`src/rtl/pipeline_pkg.sv`:
```
// ============================================================================
// Module : pipeline_pkg
// Brief  : Shared encodings for the 8-bit pipeline: ALU ops, forward selects,
//          multiply-FSM states.
// Rev    : 1.0
// ============================================================================
`default_nettype none

package pipeline_pkg;

    typedef enum logic [3:0] {
        ALU_ADD   = 4'd0,
        ALU_SUB   = 4'd1,
        ALU_AND   = 4'd2,
        ALU_OR    = 4'd3,
        ALU_XOR   = 4'd4,
        ALU_SLL   = 4'd5,
        ALU_SRL   = 4'd6,
        ALU_SLT   = 4'd7,
        ALU_PASSB = 4'd8,
        ALU_MUL   = 4'd9
    } alu_op_e;

    localparam logic [1:0] FWD_REG = 2'b00;
    localparam logic [1:0] FWD_WB  = 2'b01;
    localparam logic [1:0] FWD_MEM = 2'b10;

    typedef enum logic [1:0] {
        MUL_IDLE = 2'd0,
        MUL_RUN  = 2'd1,
        MUL_DONE = 2'd2
    } mul_state_e;

endpackage

`default_nettype wire

```
`src/rtl/alu_core.sv`:
```
// ============================================================================
// Module : alu_core
// Brief  : Combinational ALU; MUL and unknown codes produce 0 here.
// Rev    : 1.0
// ============================================================================
`default_nettype none

module alu_core
    import pipeline_pkg::*;
#(
    parameter int DATA_W = 8
) (
    input  logic [3:0]        i_op,
    input  logic [DATA_W-1:0] i_a,
    input  logic [DATA_W-1:0] i_b,
    output logic [DATA_W-1:0] o_result
);

    always_comb begin
        o_result = '0;
        case (i_op)
            ALU_ADD:   o_result = i_a + i_b;
            ALU_SUB:   o_result = i_a - i_b;
            ALU_AND:   o_result = i_a & i_b;
            ALU_OR:    o_result = i_a | i_b;
            ALU_XOR:   o_result = i_a ^ i_b;
            ALU_SLL:   o_result = i_a << i_b[2:0];
            ALU_SRL:   o_result = i_a >> i_b[2:0];
            ALU_SLT:   o_result = ($signed(i_a) < $signed(i_b)) ? DATA_W'(1) : '0;
            ALU_PASSB: o_result = i_b;
            default:   o_result = '0;
        endcase
    end

endmodule

`default_nettype wire

```
`src/rtl/stage_ex.sv`:
```
// ============================================================================
// Module : stage_ex
// Brief  : Execute stage: forwarding, ALU, EX/MEM register, optional
//          shift-add multiplier enabled by STAGE_EX_MUL_EN.
// Rev    : 1.0
// ============================================================================
`default_nettype none

module stage_ex
    import pipeline_pkg::*;
#(
    parameter int DATA_W = 8,
    parameter int REG_AW = 3
) (
    input  logic              clk,
    input  logic              reset,
    input  logic              stall_in,
    input  logic              flush_in,
    input  logic              RegWrite_EX,
    input  logic              MemRead_EX,
    input  logic              MemWrite_EX,
    input  logic              ResultSrc_EX,
    input  logic [3:0]        alu_op_EX,
    input  logic              alu_src_EX,
    input  logic [DATA_W-1:0] rs1_data_EX,
    input  logic [DATA_W-1:0] rs2_data_EX,
    input  logic [DATA_W-1:0] imm_EX,
    input  logic [REG_AW-1:0] rd_EX,
    input  logic [1:0]        forward_A,
    input  logic [1:0]        forward_B,
    input  logic [DATA_W-1:0] fwd_mem_data,
    input  logic [DATA_W-1:0] fwd_wb_data,
    output logic              MemRead_MEM,
    output logic              MemWrite_MEM,
    output logic              ResultSrc_MEM,
    output logic              RegWrite_MEM,
    output logic [REG_AW-1:0] rd_MEM,
    output logic [DATA_W-1:0] alu_result_MEM,
    output logic [DATA_W-1:0] write_data_MEM,
    output logic              zero_MEM,
    output logic              ex_busy
);

    logic [DATA_W-1:0] w_op_a;
    logic [DATA_W-1:0] w_fwd_b;
    logic [DATA_W-1:0] w_op_b;
    logic [DATA_W-1:0] w_alu_result;

    always_comb begin
        case (forward_A)
            FWD_WB:  w_op_a = fwd_wb_data;
            FWD_MEM: w_op_a = fwd_mem_data;
            default: w_op_a = rs1_data_EX;
        endcase
        case (forward_B)
            FWD_WB:  w_fwd_b = fwd_wb_data;
            FWD_MEM: w_fwd_b = fwd_mem_data;
            default: w_fwd_b = rs2_data_EX;
        endcase
        w_op_b = alu_src_EX ? imm_EX : w_fwd_b;
    end

    alu_core #(
        .DATA_W (DATA_W)
    ) u_alu_core (
        .i_op     (alu_op_EX),
        .i_a      (w_op_a),
        .i_b      (w_op_b),
        .o_result (w_alu_result)
    );

    logic              r_memread_q,  w_memread_d;
    logic              r_memwrite_q, w_memwrite_d;
    logic              r_resultsrc_q, w_resultsrc_d;
    logic              r_regwrite_q, w_regwrite_d;
    logic [REG_AW-1:0] r_rd_q,       w_rd_d;
    logic [DATA_W-1:0] r_result_q,   w_result_d;
    logic [DATA_W-1:0] r_wdata_q,    w_wdata_d;
    logic              r_zero_q,     w_zero_d;

`ifdef STAGE_EX_MUL_EN
    localparam int CNT_W = (DATA_W > 1) ? $clog2(DATA_W) : 1;

    mul_state_e        r_state_q, w_state_d;
    logic [CNT_W-1:0]  r_cnt_q,   w_cnt_d;
    logic [DATA_W-1:0] r_mcand_q, w_mcand_d;
    logic [DATA_W-1:0] r_mplier_q, w_mplier_d;
    logic [DATA_W-1:0] r_acc_q,   w_acc_d;
    logic              r_m_regwrite_q, w_m_regwrite_d;
    logic              r_m_memread_q,  w_m_memread_d;
    logic              r_m_memwrite_q, w_m_memwrite_d;
    logic              r_m_resultsrc_q, w_m_resultsrc_d;
    logic [REG_AW-1:0] r_m_rd_q,  w_m_rd_d;
    logic [DATA_W-1:0] r_m_wdata_q, w_m_wdata_d;
`endif

    always_comb begin
        w_memread_d   = r_memread_q;
        w_memwrite_d  = r_memwrite_q;
        w_resultsrc_d = r_resultsrc_q;
        w_regwrite_d  = r_regwrite_q;
        w_rd_d        = r_rd_q;
        w_result_d    = r_result_q;
        w_wdata_d     = r_wdata_q;
        w_zero_d      = r_zero_q;
`ifdef STAGE_EX_MUL_EN
        w_state_d       = r_state_q;
        w_cnt_d         = r_cnt_q;
        w_mcand_d       = r_mcand_q;
        w_mplier_d      = r_mplier_q;
        w_acc_d         = r_acc_q;
        w_m_regwrite_d  = r_m_regwrite_q;
        w_m_memread_d   = r_m_memread_q;
        w_m_memwrite_d  = r_m_memwrite_q;
        w_m_resultsrc_d = r_m_resultsrc_q;
        w_m_rd_d        = r_m_rd_q;
        w_m_wdata_d     = r_m_wdata_q;
`endif

        if (flush_in) begin
            w_memread_d   = 1'b0;
            w_memwrite_d  = 1'b0;
            w_resultsrc_d = 1'b0;
            w_regwrite_d  = 1'b0;
            w_rd_d        = '0;
            w_result_d    = '0;
            w_wdata_d     = '0;
            w_zero_d      = 1'b0;
`ifdef STAGE_EX_MUL_EN
            w_state_d     = MUL_IDLE;
`endif
        end else begin
`ifdef STAGE_EX_MUL_EN
            case (r_state_q)
                MUL_RUN: begin
                    // Multiplier owns the stage: bubbles go out regardless of stall.
                    w_memread_d   = 1'b0;
                    w_memwrite_d  = 1'b0;
                    w_resultsrc_d = 1'b0;
                    w_regwrite_d  = 1'b0;
                    w_rd_d        = '0;
                    w_result_d    = '0;
                    w_wdata_d     = '0;
                    w_zero_d      = 1'b0;
                    if (r_mplier_q[0]) begin
                        w_acc_d = r_acc_q + r_mcand_q;
                    end
                    w_mcand_d  = r_mcand_q << 1;
                    w_mplier_d = r_mplier_q >> 1;
                    w_cnt_d    = r_cnt_q + 1'b1;
                    if (r_cnt_q == CNT_W'(DATA_W - 1)) begin
                        w_state_d = MUL_DONE;
                    end
                end
                MUL_DONE: begin
                    if (!stall_in) begin
                        w_memread_d   = r_m_memread_q;
                        w_memwrite_d  = r_m_memwrite_q;
                        w_resultsrc_d = r_m_resultsrc_q;
                        w_regwrite_d  = r_m_regwrite_q;
                        w_rd_d        = r_m_rd_q;
                        w_result_d    = r_acc_q;
                        w_wdata_d     = r_m_wdata_q;
                        w_zero_d      = (r_acc_q == '0);
                        w_state_d     = MUL_IDLE;
                    end
                end
                default: begin
                    if (!stall_in) begin
                        if (alu_op_EX == ALU_MUL) begin
                            w_memread_d     = 1'b0;
                            w_memwrite_d    = 1'b0;
                            w_resultsrc_d   = 1'b0;
                            w_regwrite_d    = 1'b0;
                            w_rd_d          = '0;
                            w_result_d      = '0;
                            w_wdata_d       = '0;
                            w_zero_d        = 1'b0;
                            w_mcand_d       = w_op_a;
                            w_mplier_d      = w_op_b;
                            w_acc_d         = '0;
                            w_cnt_d         = '0;
                            w_m_regwrite_d  = RegWrite_EX;
                            w_m_memread_d   = MemRead_EX;
                            w_m_memwrite_d  = MemWrite_EX;
                            w_m_resultsrc_d = ResultSrc_EX;
                            w_m_rd_d        = rd_EX;
                            w_m_wdata_d     = w_fwd_b;
                            w_state_d       = MUL_RUN;
                        end else begin
                            w_memread_d   = MemRead_EX;
                            w_memwrite_d  = MemWrite_EX;
                            w_resultsrc_d = ResultSrc_EX;
                            w_regwrite_d  = RegWrite_EX;
                            w_rd_d        = rd_EX;
                            w_result_d    = w_alu_result;
                            w_wdata_d     = w_fwd_b;
                            w_zero_d      = (w_alu_result == '0);
                        end
                    end
                end
            endcase
`else
            if (!stall_in) begin
                w_memread_d   = MemRead_EX;
                w_memwrite_d  = MemWrite_EX;
                w_resultsrc_d = ResultSrc_EX;
                w_regwrite_d  = RegWrite_EX;
                w_rd_d        = rd_EX;
                w_result_d    = w_alu_result;
                w_wdata_d     = w_fwd_b;
                w_zero_d      = (w_alu_result == '0);
            end
`endif
        end
    end

    always_ff @(posedge clk) begin
        if (reset) begin
            r_memread_q   <= 1'b0;
            r_memwrite_q  <= 1'b0;
            r_resultsrc_q <= 1'b0;
            r_regwrite_q  <= 1'b0;
            r_rd_q        <= '0;
            r_result_q    <= '0;
            r_wdata_q     <= '0;
            r_zero_q      <= 1'b0;
        end else begin
            r_memread_q   <= w_memread_d;
            r_memwrite_q  <= w_memwrite_d;
            r_resultsrc_q <= w_resultsrc_d;
            r_regwrite_q  <= w_regwrite_d;
            r_rd_q        <= w_rd_d;
            r_result_q    <= w_result_d;
            r_wdata_q     <= w_wdata_d;
            r_zero_q      <= w_zero_d;
        end
    end

`ifdef STAGE_EX_MUL_EN
    always_ff @(posedge clk) begin
        if (reset) begin
            r_state_q       <= MUL_IDLE;
            r_cnt_q         <= '0;
            r_mcand_q       <= '0;
            r_mplier_q      <= '0;
            r_acc_q         <= '0;
            r_m_regwrite_q  <= 1'b0;
            r_m_memread_q   <= 1'b0;
            r_m_memwrite_q  <= 1'b0;
            r_m_resultsrc_q <= 1'b0;
            r_m_rd_q        <= '0;
            r_m_wdata_q     <= '0;
        end else begin
            r_state_q       <= w_state_d;
            r_cnt_q         <= w_cnt_d;
            r_mcand_q       <= w_mcand_d;
            r_mplier_q      <= w_mplier_d;
            r_acc_q         <= w_acc_d;
            r_m_regwrite_q  <= w_m_regwrite_d;
            r_m_memread_q   <= w_m_memread_d;
            r_m_memwrite_q  <= w_m_memwrite_d;
            r_m_resultsrc_q <= w_m_resultsrc_d;
            r_m_rd_q        <= w_m_rd_d;
            r_m_wdata_q     <= w_m_wdata_d;
        end
    end

    assign ex_busy = (r_state_q == MUL_RUN);
`else
    assign ex_busy = 1'b0;
`endif

    assign MemRead_MEM    = r_memread_q;
    assign MemWrite_MEM   = r_memwrite_q;
    assign ResultSrc_MEM  = r_resultsrc_q;
    assign RegWrite_MEM   = r_regwrite_q;
    assign rd_MEM         = r_rd_q;
    assign alu_result_MEM = r_result_q;
    assign write_data_MEM = r_wdata_q;
    assign zero_MEM       = r_zero_q;

endmodule

`default_nettype wire

```
`config.mk`:
```
export PLATFORM = sky130hd
export DESIGN_NAME = stage_ex
export DESIGN_NICKNAME = d
export VERILOG_FILES = /design/src/rtl/pipeline_pkg.sv /design/src/rtl/alu_core.sv /design/src/rtl/stage_ex.sv
export SDC_FILE = /design/constraint.sdc
export NUM_CORES = 1
export LEC_CHECK = 0
export CELL_PAD_IN_SITES_DETAIL_PLACEMENT = 0
export CELL_PAD_IN_SITES_GLOBAL_PLACEMENT = 2
export CORE_MARGIN = 2
export CORE_UTILIZATION = 29
export DETAILED_ROUTE_END_ITERATION = 10
export HOLD_SLACK_MARGIN = 0.08
export PLACE_DENSITY_LB_ADDON = 0.1
export SLEW_MARGIN = 20
export SYNTH_ARGS = -nofsm -noshare
export SYNTH_HDL_FRONTEND = slang
export SYNTH_HIERARCHICAL = 1
export SYNTH_SLANG_ARGS = --single-unit
```
`constraint.sdc`:
```
create_clock -name clk -period 5.3 [get_ports clk]
set_clock_uncertainty 0.15 [all_clocks]
set_input_delay 0.795 -clock clk [delete_from_list [all_inputs] [get_ports clk]]
set_output_delay 0.795 -clock clk [all_outputs]
set_load 0.01 [all_outputs]
```
==> qor.txt, run 1 <==
Avg WL per Cell: 18.7 um
Initial antenna violation count: 0
CP Max Fanout: 16
Synthesized area: 3300 um2
Max-cap viol count: 0
Non-filler cells, final: 623
Clock Pin Slew Worst Setup and Hold Paths: 0.06 ns
Sink Count: 24
HP Class: reg -> reg
Rows: 38
Area grow syn2layout: 32.6%
Leading cell type in the layout, fill and taps excluded: clkdlybuf4s50_1
Flops & latches, synth: 24
Pwr Density: 203 nW/um2
Global route hottest layer: met2
Top cell type's share of synthesized area: 14.6%
Routed vias: 3410
Hold Buf Count CTS: 0
CTS Buf Count: 3
Longest Clk Path Bufs: 2
YS warnings: 6
RSZ-0062 raised after global routing: false
Required time of the critical path: 5.36 ns
Worst setup margin: 0.400 ns
Highest Clock Rate: 204 MHz
Critical Path Start Type: primary input
Global Route met3 Usage: 2.58%
Post-synth EDFFs: 0
First-pass GRT wire length: 19500 um
Post-synth top area cell: dfxtp_1
Vias in the first global route: 3563
H-tree depth: 1
Post-synth ARST share: 0%
Fin. max-slew vios: 0
Share of layout cells above drive strength 1: 11.8%
Router iterations before antenna repair: 5
Final setup vio count: 0
Detailed-route wire length: 11700 um
Overall power: 0.887 mW
Final global-route overflow total: 0
RD Place Congestion: 0.889
Pin count of the biggest net entering global routing: 35
Ports: 85
Clk_lat worst skew: 0.26 ns
DIE AREA: 12200 um2
Cells after Synth: 412
Final ANT Viol Nets: 0
Chip height: 111 um
Area of the multi-input gates: 2530 um2
DRC marker count from the first detailed-route iteration: 149
Filler cells: 1145
Max VDD drop: 236 uV
Remaining DRCs: 0
Max_slew headroom: 33.8%
Area contributors post-synth: dfxtp_1 15%, ha_1 11%, mux2i_1 7.0%
Global Route Usage Sum: 19.4%
Final Hold Fails: 0
DIE WIDTH: 111 um
Fin crit share: 92.4%
Mapped Avg Cell Area: 8.01 um2
DP Worst Slack: 0.143 ns
Primary FF master, synth: dfxtp_1
Post-CTS sizing: 0
CP Capture Type: register
Most frequent cells in the layout: 83 x clkdlybuf4s50_1, 38 x nor2_1, 29 x ha_1, 28 x nand2_1, 25 x inv_1
TNS Setup: 0 ns
Worst Max-Slew Pin Slew: 0.993 ns
Root Driver: clkbuf_16
CP Class: in -> reg
Post-CTS Setup Bufs: 0
Placed insts: 619
DP Wirelength: 9490 um
Core area: 11000 um2
Starting Density: 30.0%
Layout net count: 575
Routing usage on met2: 32.0%
Met1 usage: 26.4%
Leak: 1.70 nW
Outcome: completed
Worst path arrival time: 4.96 ns
Yosys cell types: 59
N_diodes: 0
Sequential share of the synthesized area: 14.6%
CTS tree: yes
Synthesized Nets: 503
FF+latch area: 480 um2
Crit path time final: 4.90 ns
Routed vias/inst: 5.47
Port Buf Inserts: 83
where the power goes:
group	total [mW]	switching, mW	internal, mW
logic	0.475	0.261	0.214
clock network	0.220	0.0699	0.150
registers	0.192	0.00408	0.188
cells by family (layout without fill, tap and decap cells):
logic type | count (synthesis) | count (layout) | share of synthesized area, %
buf+inv | 64 | 135 | 9.56
fa+ha+maj | 31 | 31 | 12.2
compound gates | 126 | 126 | 29.3
mux | 32 | 32 | 13.1
simple gates | 131 | 131 | 20.3
xor+xnor | 3 | 3 | 0.797
other cells | 1 | 1 | 0.114
flops | 24 | 24 | 14.6
state kept, by name, indices dropped and copies added (netlist names):
signal          flops
zero_MEM            1
RegWrite_MEM        1
rd_MEM              3
ResultSrc_MEM       1
write_data_MEM      8
MemRead_MEM         1
alu_result_MEM      8
MemWrite_MEM        1
path summary, 6_finish.rpt:
check,to,cells after the start,from,slack [ns]
worst min-delay path,rd_MEM[1]$_SDFFE_PP0N_,2,rd_MEM[1]$_SDFFE_PP0N_,0.35
worst min register to register,rd_MEM[1]$_SDFFE_PP0N_,2,rd_MEM[1]$_SDFFE_PP0N_,0.35
worst max register to register,zero_MEM$_SDFFE_PP0N_,2,zero_MEM$_SDFFE_PP0N_,4.28
worst max-delay path,zero_MEM$_SDFFE_PP0N_,13,forward_A[0],0.40
metal layers:
layer / share of wire (%) / vias to the layer above
met5: 0 / -
li1: - / 1665
met4: 2.3 / 0
met1: 47 / 1627
met2: 46 / 101
met3: 4.2 / 17
area by class of cell:
type,instances,share of cell area (%)
multi-input combinational,324,57.9
timing repair buffer,102,22.3
sequential,24,11.0
tap,140,4.01
inverter,29,2.49
clock buffer,3,1.72
clock inverter,1,0.687
synth_stat cells, types with 2 or more instances:
master	instances
o21ba_2	2
a2111oi_2	10
buf_4	6
o21ai_1	5
o22ai_1	4
a32oi_1	2
o31ai_1	10
a21o_1	5
and3_1	2
ha_1	29
nor2b_1	20
nor2_1	38
a21oi_1	18
inv_1	25
xnor2_1	3
buf_6	5
nor3_1	10
o32ai_1	2
a22oi_1	19
nand3_1	5
and2_1	2
o221ai_1	2
a221oi_1	11
nor3b_1	9
buf_1	2
o21ai_0	11
mux4_2	9
a31oi_1	7
clkbuf_1	10
nand2b_1	4
o21bai_1	2
nand2_1	28
a211oi_1	8
nor4_1	3
fa_1	2
mux2i_1	23
nor2_2	2
dfxtp_1	24
inv_2	3
buf_2	11
critical path, cell delays in order:
cell	delay (ns)
clkdlybuf4s50_1	0.48
inv_1	0.05
ha_1	0.45
o21ai_0	0.67
inv_1	0.17
ha_1	0.26
inv_1	0.07
fa_1	0.40
mux4_2	0.46
a221oi_1	0.42
o21ai_1	0.24
nor4_1	0.33
a31o_2	0.19
stage by stage:
stage                     util [%]  cell area, um2  hold slack [ns]
after floorplan                  -            3300            0.385
after global placement        38.9            4270            0.328
after detailed placement      38.9            4270            0.340
after CTS                     39.8            4370            0.355
after global routing          39.8            4370            0.389
final                         39.8            4370            0.346
Power figures use the tool's default switching activity.
==> run 2: changes to the inputs <==
--- a/config.mk
+++ b/config.mk
@@ -11,8 +11,8 @@
 export CORE_UTILIZATION = 29
 export DETAILED_ROUTE_END_ITERATION = 10
 export HOLD_SLACK_MARGIN = 0.08
-export PLACE_DENSITY_LB_ADDON = 0.1
-export SLEW_MARGIN = 20
+export PLACE_DENSITY = 0.8
+export SLEW_MARGIN = 5
 export SYNTH_ARGS = -nofsm -noshare
 export SYNTH_HDL_FRONTEND = slang
 export SYNTH_HIERARCHICAL = 1
==> constraint.sdc (replaced) <==
create_clock -name clk -period 5.3 [get_ports clk]
set_clock_uncertainty 0.15 [all_clocks]
set_input_delay 1.06 -clock clk [delete_from_list [all_inputs] [get_ports clk]]
set_output_delay 1.06 -clock clk [all_outputs]
set_load 0.01 [all_outputs]
==> run 2 against run 1 <==
Effect of this change:
- clock-buffer cell count unchanged
- via count increased by 0.67%
- clock power about the same
- flip-flop and latch count did not move
- worst hold slack got worse by 0.0029 ns
- fmax increased by 2.3%
- final cell count increased by 0.96%
- global-route usage down 0.66 points
- setup slack improved by 0.11 ns
- sequential share of layout area decreased by 0.12 points
- die area unchanged
- largest cell class unchanged
==> qor.txt, run 2 (synthesized netlist as in run 1, its figures left out) <==
Outcome: completed
Routed vias/inst: 5.46
Sink Count: 24
Post-CTS Setup Bufs: 0
H-tree depth: 1
Port Buf Inserts: 83
Filler cells: 1110
Worst setup margin: 0.512 ns
Detailed-route wire length: 11500 um
Avg WL per Cell: 18.2 um
Worst Max-Slew Pin Slew: 0.952 ns
Final ANT Viol Nets: 0
RD Place Congestion: 0.916
Clock power share: 24.4%
DP Wirelength: 9220 um
DRC marker count from the first detailed-route iteration: 147
Switching share of power: 37.3%
CTS tree: yes
Fin crit share: 90.3%
Area after DPL: 4310 um2
Highest Clock Rate: 209 MHz
RSZ-0062 raised after global routing: false
Fin. max-slew vios: 0
TNS Setup: 0 ns
Core area: 11000 um2
Starting Density: 30.0%
N_diodes: 0
DIE AREA: 12200 um2
Final Util: 40.3%
Longest Clk Path Bufs: 2
CP Max Fanout: 20
Root Driver: clkbuf_16
Worst path arrival time: 4.85 ns
CTS Buf Count: 3
Layout net count: 581
Critical Path Start Type: primary input
Flop pwr share: 21.5%
Remaining DRCs: 0
CP Class: in -> reg
Required time of the critical path: 5.36 ns
Cell mode on critical path: ha_1
Clk_lat worst skew: 0.26 ns
Area grow syn2layout: 34.1%
Hold Buf Count CTS: 0
Switch Pwr: 0.333 mW
CP Capture Type: register
Crit path time final: 4.79 ns
Max_slew headroom: 36.5%
First-pass GRT wire length: 19000 um
Cell area after layout: 4420 um2
Global Route Usage Sum: 18.7%
Final global-route overflow total: 0
Leading cell type in the layout, fill and taps excluded: clkdlybuf4s50_1
Chip height: 111 um
Clock Pin Slew Worst Setup and Hold Paths: 0.06 ns
Number of cells on the worst hold path: 2
Most frequent cells in the layout: 83 x clkdlybuf4s50_1, 38 x nor2_1, 29 x ha_1, 28 x nand2_1
Routed vias: 3433
Pwr Density: 202 nW/um2
Vias in the first global route: 3618
Slowest CP cell: a2111oi_2
Reg2Reg Depth: 2
Final Hold Fails: 0
Max-cap viol count: 0
Initial antenna violation count: 0
Final setup vio count: 0
CP peak stage delay: 0.49 ns
Internal: 0.561 mW
Pin count of the biggest net entering global routing: 35
Worst hold slack: 0.343 ns
Router iterations before antenna repair: 4
Rows: 38
Ports: 85
Crit-path cells: clkdlybuf4s50_1 > inv_1 > ha_1 > buf_4 > nor2b_1 > o31ai_1 > clkinv_1 > ha_1 > nor3_2 > a2111oi_2 > o21bai_1 > a21oi_1 > mux2i_1 > nand3_1 > nor4_1 > a31o_2
HP Class: reg -> reg
Max VDD drop: 166 uV
Share of layout cells above drive strength 1: 13.1%
DIE WIDTH: 111 um
Leak: 1.73 nW
Logic gate share of total power: 54.1%
DP Worst Slack: 0.0978 ns
[run 2: cell types whose count changed in the layout (fill, tap and decap cells not counted)]
cell and change:
buf_4 +6, o31ai_2 +1, o31ai_1 -1
[run 2: worst paths after layout]
check | startpoint | end | slack, ns
hold reg to reg | MemRead_MEM$_SDFFE_PP0N_ | MemRead_MEM$_SDFFE_PP0N_ | 0.34
setup / recovery | forward_B[0] | zero_MEM$_SDFFE_PP0N_ | 0.51
hold / removal | MemRead_MEM$_SDFFE_PP0N_ | MemRead_MEM$_SDFFE_PP0N_ | 0.34
setup reg to reg | zero_MEM$_SDFFE_PP0N_ | zero_MEM$_SDFFE_PP0N_ | 4.30
[run 2: metal layers]
| metal | GRT usage [%] | part of all wire [%] | vias to the layer above |
|---|---|---|---|
| met2 | 31.6 | 45 | 122 |
| met3 | 1.48 | 5.7 | 13 |
| met1 | 26.1 | 48 | 1617 |
| met5 | 0 | 0 | - |
| li1 | - | - | 1681 |
| met4 | 4.17 | 1.4 | 0 |
[run 2: final cells by class]
type                            instances  area [um2]  share of cell area, %
Timing Repair Buffer                  108        1020                   23.0
Clock inverter                          1        30.0                  0.679
Sequential cell                        24         480                   10.9
Multi-Input combinational cell        324        2530                   57.3
Clock buffer                            3        75.1                   1.70
Tap cell                              140         175                   3.96
Inverter                               29         109                   2.46
[run 2: power by group through the flow]
stage          Sequential [mW]  Clock (mW)  Combinational [mW]
3_5_place_dp             0.196           0               0.481
3_3_place_gp             0.196           0               0.478
4_1_cts                  0.192       0.223               0.483
2_1_floorplan            0.199           0               0.305
6_report                 0.192       0.218               0.483
5_1_grt                  0.193       0.232               0.533
[run 2: stage by stage]
stage	instances	power, mW
after floorplan	412	0.504
after global placement	625	0.674
after detailed placement	625	0.678
after CTS	629	0.899
after global routing	629	0.959
final	629	0.894
[run 2: what timing repair did]
| item | 4_1_cts | 5_1_grt |
|---|---|---|
| setup endpoints to repair | 0 | 1 |
| resized for setup | 0 | 1 |
| hold endpoints to repair | 0 | 0 |
[run 2: critical path: cells and delay by family]
family / cells / cell delay (ns)
mux: 1 / 0.20
compound gates: 5 / 1.31
simple gates: 4 / 0.54
fa+ha+maj: 2 / 0.84
buf+inv: 4 / 0.91
